<file path="config.mk">
export PLATFORM = sky130hd
export DESIGN_NAME = fold_search_queue
export DESIGN_NICKNAME = d
export VERILOG_FILES = /design/src/rtl/fold_search_queue.sv
export SDC_FILE = /design/constraint.sdc
export NUM_CORES = 1
export LEC_CHECK = 0
export ABC_CLOCK_PERIOD_IN_PS = 7000
export CORE_MARGIN = 4
export CORE_UTILIZATION = 60
export CTS_BUF_LIST = sky130_fd_sc_hd__clkbuf_8
export DETAILED_ROUTE_END_ITERATION = 10
export PLACE_DENSITY = 0.83
export SYNTH_ARGS = -nofsm -noshare
export SYNTH_HDL_FRONTEND = slang
export SYNTH_SLANG_ARGS = --single-unit
</file>
<file path="constraint.sdc">
create_clock -name clk -period 7 [get_ports clk]
set_input_delay 1.05 -clock clk [delete_from_list [all_inputs] [get_ports clk]]
set_output_delay 1.05 -clock clk [all_outputs]
set_load 0.005 [all_outputs]
</file>
<file path="src/rtl/fold_search_queue.sv">
// String queue of DEPTH entries (CHARS bytes each) with sequential locator commands:
// FIND_LAST, FIND_FIRST and COUNT_UNIQUE, each optionally comparing after ASCII upper-casing.
module fold_search_queue #(
    parameter int CHARS = 4,
    parameter int DEPTH = 8,
    localparam int EW = 8 * CHARS,
    localparam int IW = $clog2(DEPTH),
    localparam int CW = $clog2(DEPTH + 1)
) (
    input  logic          clk,
    input  logic          rst,
    input  logic          clear,
    input  logic          push_valid,
    output logic          push_ready,
    input  logic [EW-1:0] push_data,
    input  logic          cmd_valid,
    output logic          cmd_ready,
    input  logic [1:0]    cmd_op,
    input  logic          cmd_fold,
    input  logic [EW-1:0] cmd_key,
    output logic          rsp_valid,
    input  logic          rsp_ready,
    output logic          rsp_found,
    output logic [IW-1:0] rsp_index,
    output logic [EW-1:0] rsp_data,
    output logic [CW-1:0] rsp_count,
    output logic [CW-1:0] count,
    output logic          full,
    output logic          empty
);

    typedef enum logic [1:0] {S_IDLE, S_SCAN, S_RESP} state_t;

    localparam logic [CW-1:0] ONE = CW'(1);

    function automatic logic [EW-1:0] fold_up(input logic [EW-1:0] v, input logic en);
        logic [EW-1:0] r;
        r = v;
        for (int b = 0; b < CHARS; b++) begin
            if (en && v[8*b +: 8] >= 8'h61 && v[8*b +: 8] <= 8'h7A)
                r[8*b + 5] = 1'b0;
        end
        return r;
    endfunction

    state_t        r_state, w_state_nxt;
    logic [EW-1:0] r_mem [DEPTH];
    logic [CW-1:0] r_count, r_n, r_i, r_j, r_rem, r_uniq;
    logic [EW-1:0] r_key;
    logic          r_fold, r_is_cu, r_last;
    logic          r_rsp_found;
    logic [IW-1:0] r_rsp_index;
    logic [EW-1:0] r_rsp_data;
    logic [CW-1:0] r_rsp_count;

    logic          w_cmd_acc, w_push_acc, w_cmd_ready, w_push_ready;
    logic [EW-1:0] w_lhs, w_rhs;
    logic          w_eq, w_self, w_cu_adv, w_last_i, w_scan_done;

    assign w_cmd_acc  = cmd_valid && w_cmd_ready && !clear;
    assign w_push_acc = push_valid && w_push_ready && !clear;

    // Compare datapath: i is the probed entry, j the earlier entry (COUNT_UNIQUE) or the key
    assign w_lhs       = fold_up(r_mem[r_i[IW-1:0]], r_fold);
    assign w_rhs       = r_is_cu ? fold_up(r_mem[r_j[IW-1:0]], r_fold) : fold_up(r_key, r_fold);
    assign w_eq        = (w_lhs == w_rhs);
    assign w_self      = (r_j == r_i);
    assign w_cu_adv    = w_self || w_eq;
    assign w_last_i    = ((r_i + ONE) == r_n);
    assign w_scan_done = r_is_cu ? (w_cu_adv && w_last_i) : (w_eq || (r_rem == ONE));

    always_ff @(posedge clk) begin
        if (rst) r_state <= S_IDLE;
        else     r_state <= w_state_nxt;
    end

    always_comb begin
        w_state_nxt = r_state;
        case (r_state)
            S_IDLE:  if (w_cmd_acc) w_state_nxt = (r_count == '0) ? S_RESP : S_SCAN;
            S_SCAN:  if (w_scan_done) w_state_nxt = S_RESP;
            S_RESP:  if (rsp_ready) w_state_nxt = S_IDLE;
            default: w_state_nxt = S_IDLE;
        endcase
        if (clear) w_state_nxt = S_IDLE;
    end

    always_comb begin
        w_cmd_ready  = (r_state == S_IDLE) && !rst;
        w_push_ready = (r_state == S_IDLE) && !rst && (r_count != CW'(DEPTH));
        rsp_valid    = (r_state == S_RESP);
    end

    assign cmd_ready  = w_cmd_ready;
    assign push_ready = w_push_ready;

    always_ff @(posedge clk) begin
        if (w_push_acc) r_mem[r_count[IW-1:0]] <= push_data;
    end

    always_ff @(posedge clk) begin
        if (rst || clear)    r_count <= '0;
        else if (w_push_acc) r_count <= r_count + ONE;
    end

    // The snapshot of count taken here excludes a push accepted in the same cycle
    always_ff @(posedge clk) begin
        if (w_cmd_acc) begin
            r_n     <= r_count;
            r_key   <= cmd_key;
            r_fold  <= cmd_fold;
            r_is_cu <= (cmd_op == 2'd2);
            r_last  <= (cmd_op == 2'd0);
            r_i     <= (cmd_op == 2'd0) ? r_count - ONE : '0;
            r_j     <= '0;
            r_rem   <= r_count;
            r_uniq  <= '0;
        end else if (r_state == S_SCAN) begin
            if (r_is_cu) begin
                if (w_cu_adv) begin
                    r_i <= r_i + ONE;
                    r_j <= '0;
                    if (w_self) r_uniq <= r_uniq + ONE;
                end else begin
                    r_j <= r_j + ONE;
                end
            end else begin
                r_i   <= r_last ? r_i - ONE : r_i + ONE;
                r_rem <= r_rem - ONE;
            end
        end
    end

    always_ff @(posedge clk) begin
        if (rst) begin
            r_rsp_found <= 1'b0;
            r_rsp_index <= '0;
            r_rsp_data  <= '0;
            r_rsp_count <= '0;
        end else if (!clear) begin
            if (w_cmd_acc && r_count == '0) begin
                r_rsp_found <= 1'b0;
                r_rsp_index <= '0;
                r_rsp_data  <= '0;
                r_rsp_count <= '0;
            end else if (r_state == S_SCAN && w_scan_done) begin
                r_rsp_found <= !r_is_cu && w_eq;
                r_rsp_index <= (!r_is_cu && w_eq) ? r_i[IW-1:0] : '0;
                r_rsp_data  <= (!r_is_cu && w_eq) ? r_mem[r_i[IW-1:0]] : '0;
                r_rsp_count <= r_is_cu ? (r_uniq + (w_self ? ONE : '0)) : '0;
            end
        end
    end

    assign rsp_found = r_rsp_found;
    assign rsp_index = r_rsp_index;
    assign rsp_data  = r_rsp_data;
    assign rsp_count = r_rsp_count;
    assign count     = r_count;
    assign full      = (r_count == CW'(DEPTH));
    assign empty     = (r_count == '0);

endmodule

</file>
==> impl_metrics.tcl <==
set metrics [dict create \
    dr.max_layer_used "met4" \
    port_buffers 121 \
    slowest_stage "dfxtp_2" \
    viasPerCell 6.83 \
    synthCells 1262 \
    path_clk_slew_ps 60 \
    vdd_drop_max_uv 146 \
    critical_path.max_stage_delay_ps 900 \
    dieArea_um2 32900 \
    fin_skew_ps 34.1 \
    yosysSeqAreaShare_pct 57.1 \
    initial_core_util_pct 60.9 \
    cts_tree "yes" \
    dp_hpwl_mm 32.5 \
    drive_above_1_share_pct 19.2 \
    post_cts_resized 0 \
    vias 12500 \
    drt_iter0_drc 1967 \
    grt_start_max_net_pins 79 \
    worstSkewPairLatency_ps 600 \
    synth_ff_type "edfxtp_1" \
    postSynthAreaPerCell_um2 14.3 \
    synth_edf_count 303 \
    period_needed_ps 5010 \
    core_area_um2 29600 \
    end_kind "flop" \
    routed-wl-met3_mm 5.19 \
    async_flop_share_pct 0 \
    nets 1468 \
    layout_common_cells "edfxtp_1 (303), clkdlybuf4s50_1 (121), mux4_2 (110), nand2_1 (85), clkbuf_8 (68)" \
    overflow 0 \
    final_max_slew_viol_count 0 \
    p_leak_nw 6.70 \
    grt_first_pass_wirelength_mm 73.4 \
    place.gp.congestion 0.984 \
    cts_setup_buffers 0 \
    outcome "finished, final reports clean" \
    grt_util_all_layers_pct 29.3 \
    cp_cell_sequence "buf_4 -> mux4_2 -> mux2i_1 -> xnor2_1 -> o211ai_1 -> o21ai_0 -> o2111ai_1 -> nor4_2 -> nand3_1 -> buf_4 -> nand4_1 -> o211ai_1" \
    setup_tns_ps 0 \
    hold_violations 0 \
    grt_setup_unrepaired "false" \
    cts_buffers 58 \
    drv_cap 0 \
    area_delta_synth_final_pct 15.1 \
    synthesis.area_um2 18100 \
    drcViolationCount 0 \
    ys_seq_elements 363 \
    hold_path.class "flop to flop" \
    cts.hold.buffers_added 0 \
    die_x_um 181 \
    dr.pass1.iters 8 \
    slew_headroom_pct 38.0 \
    stdcell_count 1825 \
    rows 63 \
    wl_met2_mm 23.0 \
    wire_per_inst_um 26.9 \
    io_pins 122 \
    min_period_over_period_pct 71.6 \
    layout_commonest_cell "edfxtp_1" \
    path_class "flop to flop" \
    worstPathMaxFanout 32 \
    clock-root-buffer "clkbuf_8" \
    max_freq_mhz 200 \
    cts.sinks 363 \
    yosysWarnings 0 \
    cp.buffers_inverters 2 \
    synth_cell_types 70 \
    cts_buffer_depth 3 \
    start_kind "flop" \
    arrival_ps 5470 \
    fp.dieH_um 181 \
    p_per_area_nw_per_um2 224 \
    placed_cells 1715 \
    critical_path.top_delay_family "simple AND/OR/NAND/NOR gates" \
    ant_nets 0 \
    grt_pass1_vias 12200 \
    synth_fp_nets 1345 \
    wirelength_mm 49.0 \
    setup-violations-final 0 \
    crit_required_ps 7460 \
    cts_htree_levels 2 \
    wl_met1_mm 19.0 \
    fillers 1970 \
    max_slew.worst_pin.slew_ps 925 \
    antenna_found_initial 0 \
]
layer usage:
metal | global-route usage [%] | vias up
met5 | 0 | -
met4 | 10.4 | 0
met1 | 40.8 | 6197
met2 | 46.2 | 818
met3 | 6.45 | 132
li1 | - | 5315
synth_stat cells (15+ instances only):
master / instances / area, um2
mux2i_1: 67 / 671
edfxtp_1: 303 / 9100
nor2_1: 57 / 214
a21oi_1: 20 / 100
dfxtp_1: 60 / 1200
nor3_1: 18 / 90.1
clkbuf_1: 34 / 128
xnor2_1: 25 / 219
nand4_1: 43 / 269
buf_2: 27 / 135
nand2_1: 85 / 319
nand3_1: 50 / 250
mux4_2: 110 / 2480
inv_1: 30 / 113
xor2_1: 23 / 201
o211ai_1: 39 / 293
mux2_2: 30 / 338
o21ai_0: 18 / 90.1
a22oi_1: 15 / 113
nor2b_1: 25 / 156
tightest hold or removal path: cells and delay by family, from the launching register on:
family | cells | cell delay [ps]
flip-flops | 1 | 320
AND/OR/NAND/NOR | 1 | 60
AO/OA/AOI/OAI | 1 | 70
path summary, 6_finish.rpt:
kind / cells after the start / slack, ps / from / end
hold reg to reg: 2 / 500 / rsp_data[24] / rsp_data[24]
hold / removal: 2 / 500 / rsp_data[24] / rsp_data[24]
setup reg to reg: 12 / 1990 / flop / rsp_data[30]
setup / recovery: 12 / 1990 / flop / rsp_data[30]
through the flow:
stage / setup WS, ps / hold WS [ps] / area, um2 / utilization [%] / total power [W]
after floorplan: 2410 / 452 / 18100 / - / 0.00269
after global placement: 2280 / 482 / 19600 / 66.0 / 0.00284
after detailed placement: 2170 / 490 / 19600 / 66.0 / 0.00285
after CTS: 2140 / 498 / 20800 / 70.1 / 0.00467
after global routing: 1800 / 520 / 20800 / 70.1 / 0.00482
final: 1990 / 498 / 20800 / 70.1 / 0.00466
flip-flops by register name (all words and copies together), names as in the netlist, 4 cells and up, named ones only:
signal	count
r_n	4
r_mem	256
rsp_data	32
r_j	4
count	4
r_uniq	4
r_i	4
rsp_count	4
r_key	32
r_rem	4
area by class of cell:
cell class,count,area [um2],area share (%)
repair buffers,147,1420,6.83
well taps,390,488,2.35
clock buffers,68,936,4.51
diodes,1,2.50,0.0120
multi-input cells,783,7220,34.8
flip-flops and latches,363,10300,49.7
inverters,32,120,0.578
clock inverters,41,267,1.28
kinds of logic (layout without fill, tap and decap cells):
family	Yosys count	after routing	synth area share, %
flops	363	363	57.1
simple gates	339	339	9.59
mux	215	215	19.9
compound gates	171	171	7.16
buf+inv	116	288	3.29
xor+xnor	48	48	2.33
fa+ha+maj	10	10	0.693
other cells	0	1	0
power by group:
part           internal (W)  switching, W  total (W)
sequential          0.00236     0.0000361    0.00240
clock               0.00103      0.000821    0.00185
combinational      0.000184      0.000234   0.000418
total               0.00357       0.00109    0.00466
Power figures use the tool's default switching activity.
